### src/rtl/latch_load_ctrl.sv
// -----------------------------------------------------------------------------
// latch_load_ctrl
//
// Write controller for a level-sensitive latch bank (dlatch). A word comes in
// over a valid/ready handshake. The load is then run in three timed phases:
//   SETUP : d is stable and en is low       (SETUP_CYC cycles)
//   OPEN  : en is high                      (OPEN_CYC cycles)
//   HOLD  : d is stable after en falls      (HOLD_CYC cycles)
// When HOLD ends, done pulses for one cycle in the first IDLE cycle. A new
// word can be accepted in that same cycle.
//
// Optional feature, controlled by the macro LATCH_READBACK_EN:
//   On the last HOLD cycle the latch outputs q are compared with d. The
//   result is registered into err at the same edge that raises done. err holds
//   its value until the next transfer edge or until reset.
//
// Ports:
//   clk       in   clock, rising edge
//   rst       in   asynchronous active-high reset
//   in_valid  in   request carries a word
//   in_ready  out  controller is IDLE and can accept a word
//   in_data   in   word to load [WIDTH]
//   d         out  latch data, registered [WIDTH]
//   en        out  latch enable, straight from a flop (glitch-free)
//   busy      out  high in SETUP, OPEN and HOLD
//   done      out  one-cycle pulse on load completion
//   q         in   latch outputs for readback [WIDTH]  (LATCH_READBACK_EN)
//   err       out  readback mismatch flag             (LATCH_READBACK_EN)
// -----------------------------------------------------------------------------
module latch_load_ctrl #(
  parameter int WIDTH     = 8,
  parameter int SETUP_CYC = 1,
  parameter int OPEN_CYC  = 2,
  parameter int HOLD_CYC  = 1
) (
  input  logic             clk,
  input  logic             rst,
  input  logic             in_valid,
  output logic             in_ready,
  input  logic [WIDTH-1:0] in_data,
  output logic [WIDTH-1:0] d,
  output logic             en,
  output logic             busy,
  output logic             done
`ifdef LATCH_READBACK_EN
  ,
  input  logic [WIDTH-1:0] q,
  output logic             err
`endif
);

  // The phase counter must hold the largest phase length minus one.
  localparam int MAX_A   = (SETUP_CYC > OPEN_CYC) ? SETUP_CYC : OPEN_CYC;
  localparam int MAX_CYC = (MAX_A > HOLD_CYC) ? MAX_A : HOLD_CYC;
  localparam int CNT_W   = (MAX_CYC > 1) ? $clog2(MAX_CYC) : 1;

  localparam logic [CNT_W-1:0] SETUP_LD = CNT_W'(SETUP_CYC - 1);
  localparam logic [CNT_W-1:0] OPEN_LD  = CNT_W'(OPEN_CYC - 1);
  localparam logic [CNT_W-1:0] HOLD_LD  = CNT_W'(HOLD_CYC - 1);

  typedef enum logic [1:0] {
    IDLE  = 2'd0,
    SETUP = 2'd1,
    OPEN  = 2'd2,
    HOLD  = 2'd3
  } state_t;

  state_t             state_reg, state_next;
  logic [CNT_W-1:0]   cnt_reg,   cnt_next;
  logic [WIDTH-1:0]   d_reg,     d_next;
  logic               en_reg,    en_next;
  logic               done_reg,  done_next;

  logic               transfer;
  logic               cnt_zero;

  assign transfer = in_valid && (state_reg == IDLE);
  assign cnt_zero = (cnt_reg == '0);

  // State and output registers. The asynchronous reset drops en immediately
  // and abandons any load in progress without a done pulse.
  always_ff @(posedge clk or posedge rst) begin
    if (rst) begin
      state_reg <= IDLE;
      cnt_reg   <= '0;
      d_reg     <= '0;
      en_reg    <= 1'b0;
      done_reg  <= 1'b0;
    end else begin
      state_reg <= state_next;
      cnt_reg   <= cnt_next;
      d_reg     <= d_next;
      en_reg    <= en_next;
      done_reg  <= done_next;
    end
  end

  // Next-state logic. en is set and cleared on the phase transitions, so it
  // is high exactly while the FSM sits in OPEN.
  always_comb begin
    state_next = state_reg;
    cnt_next   = cnt_reg;
    d_next     = d_reg;
    en_next    = en_reg;
    done_next  = 1'b0;

    case (state_reg)
      IDLE: begin
        if (transfer) begin
          state_next = SETUP;
          cnt_next   = SETUP_LD;
          d_next     = in_data;
        end
      end
      SETUP: begin
        if (cnt_zero) begin
          state_next = OPEN;
          cnt_next   = OPEN_LD;
          en_next    = 1'b1;
        end else begin
          cnt_next = cnt_reg - CNT_W'(1);
        end
      end
      OPEN: begin
        if (cnt_zero) begin
          state_next = HOLD;
          cnt_next   = HOLD_LD;
          en_next    = 1'b0;
        end else begin
          cnt_next = cnt_reg - CNT_W'(1);
        end
      end
      HOLD: begin
        if (cnt_zero) begin
          state_next = IDLE;
          done_next  = 1'b1;
        end else begin
          cnt_next = cnt_reg - CNT_W'(1);
        end
      end
      default: begin
        state_next = IDLE;
        en_next    = 1'b0;
      end
    endcase
  end

  assign in_ready = (state_reg == IDLE);
  assign busy     = (state_reg != IDLE);
  assign d        = d_reg;
  assign en       = en_reg;
  assign done     = done_reg;

`ifdef LATCH_READBACK_EN
  logic err_reg, err_next;

  // The compare happens on the last HOLD cycle. By then en has been closed
  // for HOLD_CYC cycles, so q shows the value the latch actually kept.
  always_comb begin
    err_next = err_reg;
    if (transfer) begin
      err_next = 1'b0;
    end else if ((state_reg == HOLD) && cnt_zero) begin
      err_next = (q != d_reg);
    end
  end

  always_ff @(posedge clk or posedge rst) begin
    if (rst) begin
      err_reg <= 1'b0;
    end else begin
      err_reg <= err_next;
    end
  end

  assign err = err_reg;
`endif

endmodule

### config.mk
export PLATFORM = sky130hd
export DESIGN_NAME = latch_load_ctrl
export DESIGN_NICKNAME = d
export VERILOG_FILES = /design/src/rtl/latch_load_ctrl.sv
export SDC_FILE = /design/constraint.sdc
export NUM_CORES = 1
export LEC_CHECK = 0
export BUFFER_PORTS_ARGS = -buffer_cell sky130_fd_sc_hd__buf_2
export CAP_MARGIN = 20
export CORE_AREA = 4 4 41 43
export CTS_BUF_LIST = sky130_fd_sc_hd__clkbuf_16
export CTS_CLUSTER_DIAMETER = 200
export CTS_CLUSTER_SIZE = 14
export DETAILED_ROUTE_END_ITERATION = 7
export DIE_AREA = 0 0 45 47
export HOLD_SLACK_MARGIN = 0.1
export PLACE_DENSITY = 0.83
export SLEW_MARGIN = 20
export SYNTH_ARGS = -nofsm -noshare
export SYNTH_HDL_FRONTEND = slang
export SYNTH_SLANG_ARGS = --single-unit
### constraint.sdc
create_clock -name clk -period 1.8 [get_ports clk]
set_input_delay 0.54 -clock clk [delete_from_list [all_inputs] [get_ports clk]]
set_output_delay 0.54 -clock clk [all_outputs]
set_load 0.005 [all_outputs]
# Word-level counts from Yosys, hierarchy flattened
# Cells that the tools add are included.
# totals
regBits,13
inputBits,11
out_inout_bits,12
# classes
add_sub_neg,1
n_eq_ne,7
mux,14
reduce_logical,8
# op_table
cell,n
$mux W2,4
$pmux W2 S4,1
$mux W1,7
$ne A2 B2 Y1 const B,3
$eq A2 B2 Y1 const B,2
$reduce_and A4 Y1,1
$reduce_bool A2 Y1,2
$pmux W1 S3,1
$reduce_and A3 Y1,1
$eq A2 B1 Y1 const B,1
$logic_not A2 Y1,1
$ne A2 B1 Y1 const B,1
$pmux W1 S2,1
$reduce_and A2 Y1,1
$reduce_or A2 Y1,1
$logic_and A1 B1 Y1,1
$sub A1 B1 Y1 const B,1

# Logic depth before layout (Yosys ltp)
# Gate-level depths: netlist of run 1.
# logic_depth
ltp_word,4
mapped_depth,5

# Worst setup path after synthesis of run 1
# No wires, ideal clock.
# synth_timing
kind,register -> output
start,reg state_reg[1]
end,out busy
t_arrival_ps,785
setup_slack_ps,475
path_stages_with_launch,4
path_buffers,0
cell_sequence,dfrtp_1 -> inv_1 -> ha_1 -> inv_1
# synth_between
elab_chain_cells,1
# synth_rtl
item,line,rtl
from (decl),68,"state_t state_reg, state_next;"
from (signal assigned),90,state_reg <= state_next;
$reduce_bool A2 Y1,149,assign busy = (state_reg != IDLE);
to (decl),43,"output logic busy,"
# Every way passes these cells.

# Final worst setup path of run 1
# Same ends and word-level chain as after synthesis.

==> impl_metrics.ini, run 1 <==
[synth]
synth_cells = 44
ys.warnings.count = 0
netlist_area_um2 = 568.0
yosys_most_used_dff = dfrtp_1
yosysSeqAreaShare_pct = 57.27
yosys.area.top_type_share_pct = 57.27
ys_seq_elements = 13
synth_cell_types = 14
synth_edf_count = 0
syn_avg_cell_area_um2 = 12.91
yosys-top-cells-count = dfrtp_1, mux2_2, inv_1, ha_1, o21ai_0
synth_most_common_cell = dfrtp_1
synthArstFlopShare_pct = 100.0
syn_nets = 59
synthTopCellsByArea = dfrtp_1, mux2_2, ha_1
yosysTopAreaCell = dfrtp_1

[run]
drv_cap = 0

[power_and_ir_drop]
power_density_nw_per_um2 = 1880
leakage_nw = 0.4032
ir_worst_vdd_mv = 0.9771

[critical_path]
crit_slowest_cell = dfrtp_1
cp_top_family = flip-flops
worstPathMaxFanout = 6
endpoint_kind = primary output
path_buf_inv = 3
criticalPathCategory = reg -> out
crit_chain = inv_1, ha_2, inv_1, buf_2
cp.required_ns = 1.26
arrival_ns = 1.15
cp-start-kind = flop
path_common_cell = inv_1
max_stage_delay_ns = 0.42

[timing]
timing.fmax_mhz = 590.1
fin_setup_tns_ns = 0
timing.final.hold_violations = 0
maxSlewViolCount = 0
setup_slack_ns = 0.1053
slew-limit-headroom_pct = 67.77
worst_slew_pin_slew_ns = 0.4830
period_share_pct = 94.15
rsz0062_at_grt = false
setup_viol = 0
skew_ns = 0.0008888
min_period_ns = 1.695

[global_route]
antenna_found_initial = 0
grt_use_total_pct = 13.63
grt_max_degree = 14
grt_pass1_wl_um = 1952
grt_pass1_vias = 488
overflow = 0

[clock_tree]
clk_latency_ns = 0.24
cts_sinks = 13
path_clk_slew_ns = 0.04
numCtsBuffers = 3
cts_tree = done
cts.path.max_buffers = 2
cts.htree.levels = 1
cts-root-buf = clkbuf_16

[worst_hold_path]
holdCritPathClass = in -> async

[cells_and_area]
largest_reg_flops = 8
drive_gt1_share_pct = 52.86
nets = 86
n_antenna_cell = 0
area.growth.synth_to_final_pct = 37.00
fill_cells = 109

[floorplan]
start_util_pct = 43.65
die-width_um = 45
die_area_um2 = 2115
std_cell_rows = 13
die_h_um = 47
core_area_um2 = 1301
ioPinCount = 23

[drt]
ant_nets = 0
wire_per_inst_um = 13.44
drt-initial-drc-count = 1
dr.pass1.iters = 2
wl_um = 1142
drc_errors = 0
vias_per_cell = 5.000
vias = 425

[place]
gp_congestion = 0.7500
dp_hpwl_um = 912.1
io_buffers = 22
post-place-ws_ns = 0.3210

[status]
status = complete, no violations
cell families (layout without fill, tap and decap cells):
logic type | Yosys count | in the layout | share of synthesized area [%]
fa+ha+maj | 4 | 4 | 8.811
simple gates | 6 | 6 | 5.728
buf+inv | 5 | 31 | 3.304
mux | 8 | 8 | 15.86
compound gates | 8 | 8 | 9.031
flops | 13 | 13 | 57.27
cell type report:
type                       count  area (um2)  share of cell area (%)
multi-input combinational     26       226.5                   29.10
clock inverter                 1       3.754                  0.4823
timing repair buffer          22       110.1                   14.15
sequential                    13       325.3                   41.80
tap                           15       18.77                   2.412
inverter                       5       18.77                   2.412
clock buffer                   3       75.07                   9.646
metal layers:
| layer | track usage [%] | vias up | share of wire (%) |
|---|---|---|---|
| li1 | - | 201 | - |
| met5 | 0 | - | 0 |
| met4 | 7.018 | 0 | 1.1 |
| met1 | 12.35 | 199 | 38 |
| met2 | 25.99 | 21 | 51 |
| met3 | 5.364 | 4 | 9.9 |
placed cells by master, fill, tap and decap left out:
cell type | Yosys | final
nor2b_1 | 1 | 1
o21ai_0 | 3 | 3
nand2_1 | 2 | 2
mux2_2 | 8 | 8
a21oi_1 | 2 | 2
o21a_1 | 1 | 1
nand2_2 | 1 | 1
ha_2 | 0 | 1
and2b_2 | 1 | 1
inv_1 | 5 | 6
clkbuf_16 | 0 | 3
a22o_1 | 1 | 1
dfrtp_1 | 13 | 13
ha_1 | 4 | 3
o31a_2 | 1 | 1
nor2_1 | 1 | 1
buf_2 | 0 | 22
worst register-to-register path, delay by kind of cell, from the launching register on:
kind | cells | cell delay, ns
DFF | 1 | 0.41
muxes | 1 | 0.37
buffers and inverters | 1 | 0.09
adders and majority gates | 1 | 0.21
and+or+nand+nor | 1 | 0.18
final timing paths:
| kind | cells after the start | from | slack (ns) | endpoint |
|---|---|---|---|---|
| max | 4 | state_reg[1] | 0.11 | busy |
| min | 2 | rst | 0.31 | d[7] |
| max reg2reg | 4 | state_reg[1] | 0.43 | d[7] |
| min reg2reg | 1 | d[4] | 0.50 | d[4] |
| max in group asynchronous | 2 | rst | 1.16 | d[4] |
| min in group clk | 1 | d[4] | 0.50 | d[4] |
timing repair:
action                                  in CTS  in global routing
gates resized for setup                      0                  1
hold buffers                                 0                  0
endpoints found under the setup margin       0                  2
setup buffers                                0                  0
through the flow:
step / area, um2 / hold slack, ns / total power, mW / util [%] / cells
finish: 778.2 / 0.3139 / 1.463 / 59.81 / 85
global route: 778.2 / 0.3526 / 1.585 / 59.81 / 85
CTS: 775.7 / 0.3318 / 1.488 / 59.62 / 85
detailed placement: 696.9 / 0.4942 / 1.071 / 53.56 / 81
global placement: 696.9 / 0.4805 / 1.028 / 53.56 / 81
floorplan: 568.0 / 0.4170 / 0.8405 / - / 44
report_power, final:
group	internal, mW	switching [mW]	total, mW
Combinational	0.292	0.236	0.528
Sequential	0.442	0.0880	0.530
Clock	0.292	0.113	0.405
Total	1.03	0.437	1.46
(Power assumes the default switching activity.)
==> inputs of run 2 (changes only) <==
==> constraint.sdc (replaced) <==
create_clock -name clk -period 1.8 [get_ports clk]
set_input_delay 0.45 -clock clk [delete_from_list [all_inputs] [get_ports clk]]
set_output_delay 0.45 -clock clk [all_outputs]
set_load 0.005 [all_outputs]
==> run 2 against run 1 <==
- die area did not move
- critical path depth did not move
- sequential power barely moved
- cell area fell by 0.32%
- clock skew barely moved
==> impl_metrics.ini, run 2 (synthesis results as in run 1) <==
[place]
dpl.cell_count = 81
io_buffers = 22
dp_hpwl_um = 853.2
place_area_um2 = 696.9
gp_congestion = 0.9013

[cells_and_area]
stdcell_area_um2 = 775.7
final_common_cell = buf_2
drive_gt1_share_pct = 51.43
nets = 86
final_cells = 85
area.growth.synth_to_final_pct = 36.56
largest_reg_flops = 8
n_antenna_cell = 0
fill_cells = 116
layout.cells.most_common_list = buf_2, dfrtp_1, mux2_2

[timing]
slew-limit-headroom_pct = 68.33
timing.final.hold_violations = 0
period_share_pct = 91.87
min_period_ns = 1.654
timing.fmax_mhz = 604.7
worst_slew_pin_slew_ns = 0.4745
fin_setup_tns_ns = 0
maxSlewViolCount = 0
skew_ns = 0.0004897
setup_viol = 0
rsz0062_at_grt = false

[clock_tree]
path_clk_slew_ns = 0.04
cts-root-buf = clkbuf_16
post_cts_buffers = 0
clk_latency_ns = 0.24
cts.path.max_buffers = 2
cts.htree.levels = 1
hold_buffers = 0
cts_tree = done
cts-resized-gates = 0
numCtsBuffers = 3
cts_sinks = 13

[floorplan]
die-width_um = 45
core_area_um2 = 1301
die_h_um = 47
die_area_um2 = 2115
start_util_pct = 43.65
std_cell_rows = 13
ioPinCount = 23

[global_route]
antenna_found_initial = 0
grt_pass1_vias = 470
grt_use_total_pct = 13.52
grt_pass1_wl_um = 1959
grt_max_degree = 14
overflow = 0

[drt]
drc_errors = 0
vias = 439
dr.pass1.iters = 4
wl_um = 1098
wire_per_inst_um = 12.92
drt-initial-drc-count = 5
ant_nets = 0
vias_per_cell = 5.165

[run]
drv_cap = 0

[critical_path]
worstPathMaxFanout = 6
arrival_ns = 1.20
ff2ff_path_depth = 4
r2r_start = state_reg[1]
criticalPathCategory = reg -> out
cp-start-kind = flop
cp.required_ns = 1.35
endpoint_kind = primary output
setup.worst_path.start = state_reg[1]
r2r_end = d[6]
r2r_slack_ns = 0.36
endpoint = busy

[power_and_ir_drop]
leakage_nw = 0.4047
p_sw_share_pct = 30.04
power_mw = 1.461
seqPwrFrac_pct = 36.2
power_density_nw_per_um2 = 1883
ir_worst_vdd_mv = 0.9114
clkPwrFrac_pct = 27.6
p_int_mw = 1.022
net-switching-power_mw = 0.4388
comb_power_share_pct = 36.2

[status]
status = complete, no violations

[worst_hold_path]
holdCritPathClass = in -> async
-- run 2: worst min-delay path by stage --
stage | slack, ns | cells after the start | to | startpoint
final | 0.22 | 2 | d[2] | rst
after global routing | 0.28 | 2 | d[2] | rst
after CTS | 0.24 | 2 | d[2] | rst
after detailed placement | 0.49 | 2 | d[2] | rst
after global placement | 0.48 | 2 | d[7] | rst
after floorplan | 0.33 | 1 | cnt_reg | rst
-- run 2: area by class of cell --
cell class	instances	area [um2]	area share, %
Timing Repair Buffer	22	110.1	14.19
Inverter	5	18.77	2.419
Clock buffer	3	75.07	9.677
Tap cell	15	18.77	2.419
Sequential cell	13	325.3	41.94
Clock inverter	1	3.754	0.4839
Multi-Input combinational cell	26	224.0	28.87
-- run 2: layer usage --
| layer | GRT usage [%] | wire, um | vias to the layer above | share of wire [%] |
|---|---|---|---|---|
| met5 | 0 | 0 | - | 0 |
| met4 | 10.53 | 37 | 0 | 3.4 |
| met3 | 3.831 | 92 | 5 | 8.4 |
| met2 | 21.19 | 510 | 27 | 46 |
| met1 | 15.59 | 457 | 208 | 42 |
| li1 | - | - | 199 | - |
-- run 2: per-stage QoR --
step	utilization, %	worst slack (ns)	hold WS (ns)
after floorplan	-	0.5014	0.3270
after global placement	53.56	0.4122	0.4807
after detailed placement	53.56	0.3750	0.4925
after CTS	59.62	0.1450	0.2407
after global routing	59.62	0.04383	0.2756
final	59.62	0.1463	0.2181
-- run 2: power by group through the flow --
stage	registers [mW]	clock network [mW]	logic, mW
after global routing	0.547	0.430	0.601
after CTS	0.530	0.412	0.536
after global placement	0.523	0	0.511
after floorplan	0.533	0	0.307
final	0.528	0.403	0.529
after detailed placement	0.532	0	0.534
-- run 2: critical path, stage by stage (launching register included) --
cell and delay [ns]:
dfrtp_1 0.42, inv_1 0.10, ha_1 0.26, inv_1 0.06
buf_2 0.12
==> inputs of run 3 (changes only) <==
--- a/config.mk
+++ b/config.mk
@@ -5,16 +5,17 @@
 export SDC_FILE = /design/constraint.sdc
 export NUM_CORES = 1
 export LEC_CHECK = 0
+export ABC_AREA = 1
 export BUFFER_PORTS_ARGS = -buffer_cell sky130_fd_sc_hd__buf_2
 export CAP_MARGIN = 20
-export CORE_AREA = 4 4 41 43
+export CORE_MARGIN = 4
+export CORE_UTILIZATION = 46
 export CTS_BUF_LIST = sky130_fd_sc_hd__clkbuf_16
 export CTS_CLUSTER_DIAMETER = 200
 export CTS_CLUSTER_SIZE = 14
 export DETAILED_ROUTE_END_ITERATION = 7
-export DIE_AREA = 0 0 45 47
 export HOLD_SLACK_MARGIN = 0.1
-export PLACE_DENSITY = 0.83
+export PLACE_DENSITY = 0.86
 export SLEW_MARGIN = 20
 export SYNTH_ARGS = -nofsm -noshare
 export SYNTH_HDL_FRONTEND = slang
==> run 3 against run 2 <==
- critical endpoint unchanged
- clock-buffer cell count is the same
- area after synthesis grew 8.6%
- setup slack better by 0.034 ns
- highest routed layer unchanged
==> impl_metrics.ini, run 3 <==
[drt]
vias = 520
ant_nets = 0
drc_errors = 0
dr.pass1.iters = 4
drt-initial-drc-count = 8
wl_um = 1318
wire_per_inst_um = 12.32
vias_per_cell = 4.860

[cells_and_area]
layout.cells.most_common_list = nand2_1, buf_2, dfrtp_1
n_antenna_cell = 0
postLayoutCoreUtil_pct = 68.46
largest_reg_flops = 8
nets = 109
area.growth.synth_to_final_pct = 31.64
drive_gt1_share_pct = 34.41
stdcell_area_um2 = 812.0

[synth]
yosysSeqAreaShare_pct = 52.74
syn_avg_cell_area_um2 = 9.071
ys.warnings.count = 0
ys_seq_elements = 13
netlist_area_um2 = 616.8
synth_edf_count = 0
yosys.area.top_type_share_pct = 52.74
synthArstFlopShare_pct = 100.0
syn_nets = 83
yosys_most_used_dff = dfrtp_1
synthTopCellsByArea = dfrtp_1, nand2_1, ha_1
synth_cells = 68
yosys-top-cells-count = nand2_1, dfrtp_1, nand3_1, inv_1, ha_1
synth_cell_types = 16
synth_most_common_cell = nand2_1
yosysTopAreaCell = dfrtp_1

[critical_path]
cp-start-kind = flop
r2r_end = state_reg[0]
ff2ff_path_depth = 6
r2r_slack_ns = 0.30
cp.required_ns = 1.35
arrival_ns = 1.17
worstPathMaxFanout = 6
endpoint_kind = primary output
criticalPathCategory = reg -> out
r2r_start = state_reg[1]

[run]
drv_cap = 0

[clock_tree]
clk_latency_ns = 0.24
post_cts_buffers = 0
path_clk_slew_ns = 0.05
cts.htree.levels = 1
cts.path.max_buffers = 2
cts_sinks = 13
hold_buffers = 0
cts_tree = done
cts-resized-gates = 0
numCtsBuffers = 3
cts-root-buf = clkbuf_16

[place]
post-place-ws_ns = 0.3249
gp_congestion = 0.8921
dp_hpwl_um = 993.3
place_area_um2 = 733.2
io_buffers = 22

[timing]
timing.final.hold_violations = 0
min_period_ns = 1.620
setup_viol = 0
maxSlewViolCount = 0
fin_setup_tns_ns = 0
period_share_pct = 90.00
worst_slew_pin_slew_ns = 0.4880
timing.fmax_mhz = 617.3
setup_slack_ns = 0.1799
rsz0062_at_grt = false
skew_ns = 0.002501
slew-limit-headroom_pct = 67.43

[global_route]
antenna_found_initial = 0
grt_busiest_layer = met2
grt_use_total_pct = 15.55
grt_pass1_vias = 495
globalRouteMet1Util_pct = 18.53
overflow = 0
grt_max_degree = 14
use_met3_pct = 3.659
grt_pass1_wl_um = 2180
grtUsageMet2_pct = 25.21

[floorplan]
ioPinCount = 23
core_area_um2 = 1186
die-width_um = 44.62
std_cell_rows = 12
die_area_um2 = 1991
start_util_pct = 52.00
die_h_um = 44.62

[power_and_ir_drop]
ir_worst_vdd_mv = 1.084
power_density_nw_per_um2 = 1869
leakage_nw = 0.4779

[status]
status = complete, no violations

[worst_hold_path]
holdCritPathClass = in -> async
[run 3: cell types whose count changed after synthesis, sizes merged, moves of 2 or more]
cell / before / now
inv: 5 / 7
mux2: 8 / 0
nand3: 0 / 11
buf: 0 / 2
nand2: 3 / 24
[run 3: critical path: stages, from the launching register on]
cell,delay [ns]
dfrtp_1,0.43
inv_1,0.10
ha_1,0.23
inv_2,0.07
buf_2,0.10
[run 3: cell families after synthesis]
family	after synthesis	share of synthesized area, %
buffers and inverters	9	7.303
AND/OR/NAND/NOR	38	28.60
flip-flops	13	52.74
AO/OA/AOI/OAI	4	3.246
adder cells (fa/ha/maj)	4	8.114
[run 3: final cells by class]
type,instances,area [um2]
repair buffers,23,117.6
fillers,94,374.1
well taps,14,17.52
flip-flops and latches,13,325.3
clock buffers,3,75.07
clock inverters,1,3.754
inverters,7,26.28
multi-input cells,46,246.5
[run 3: worst max-delay path by stage]
stage / start / to
2_1_floorplan: state_reg[1] / busy
3_3_place_gp: state_reg[1] / state_reg[0]
3_5_place_dp: state_reg[1] / state_reg[0]
4_1_cts: state_reg[1] / busy
5_1_grt: state_reg[1] / busy
6_report: state_reg[1] / busy
[run 3: routing by layer]
| layer | up-vias | routed length (um) |
|---|---|---|
| met3 | 5 | 75 |
| met5 | - | 0 |
| li1 | 267 | - |
| met4 | 0 | 34 |
| met2 | 16 | 651 |
| met1 | 232 | 557 |
[run 3: stage by stage]
stage,instances,hold slack [ns],power (mW)
final,107,0.2207,1.518
after detailed placement,103,0.4540,1.107
after floorplan,68,0.3270,0.8817
after global placement,103,0.4515,1.079
after CTS,107,0.2361,1.530
after global routing,107,0.2718,1.644
[run 3: power by group]
| group | switching [mW] | internal, mW |
|---|---|---|
| Combinational | 0.324 | 0.258 |
| Clock | 0.122 | 0.293 |
| Sequential | 0.0886 | 0.432 |
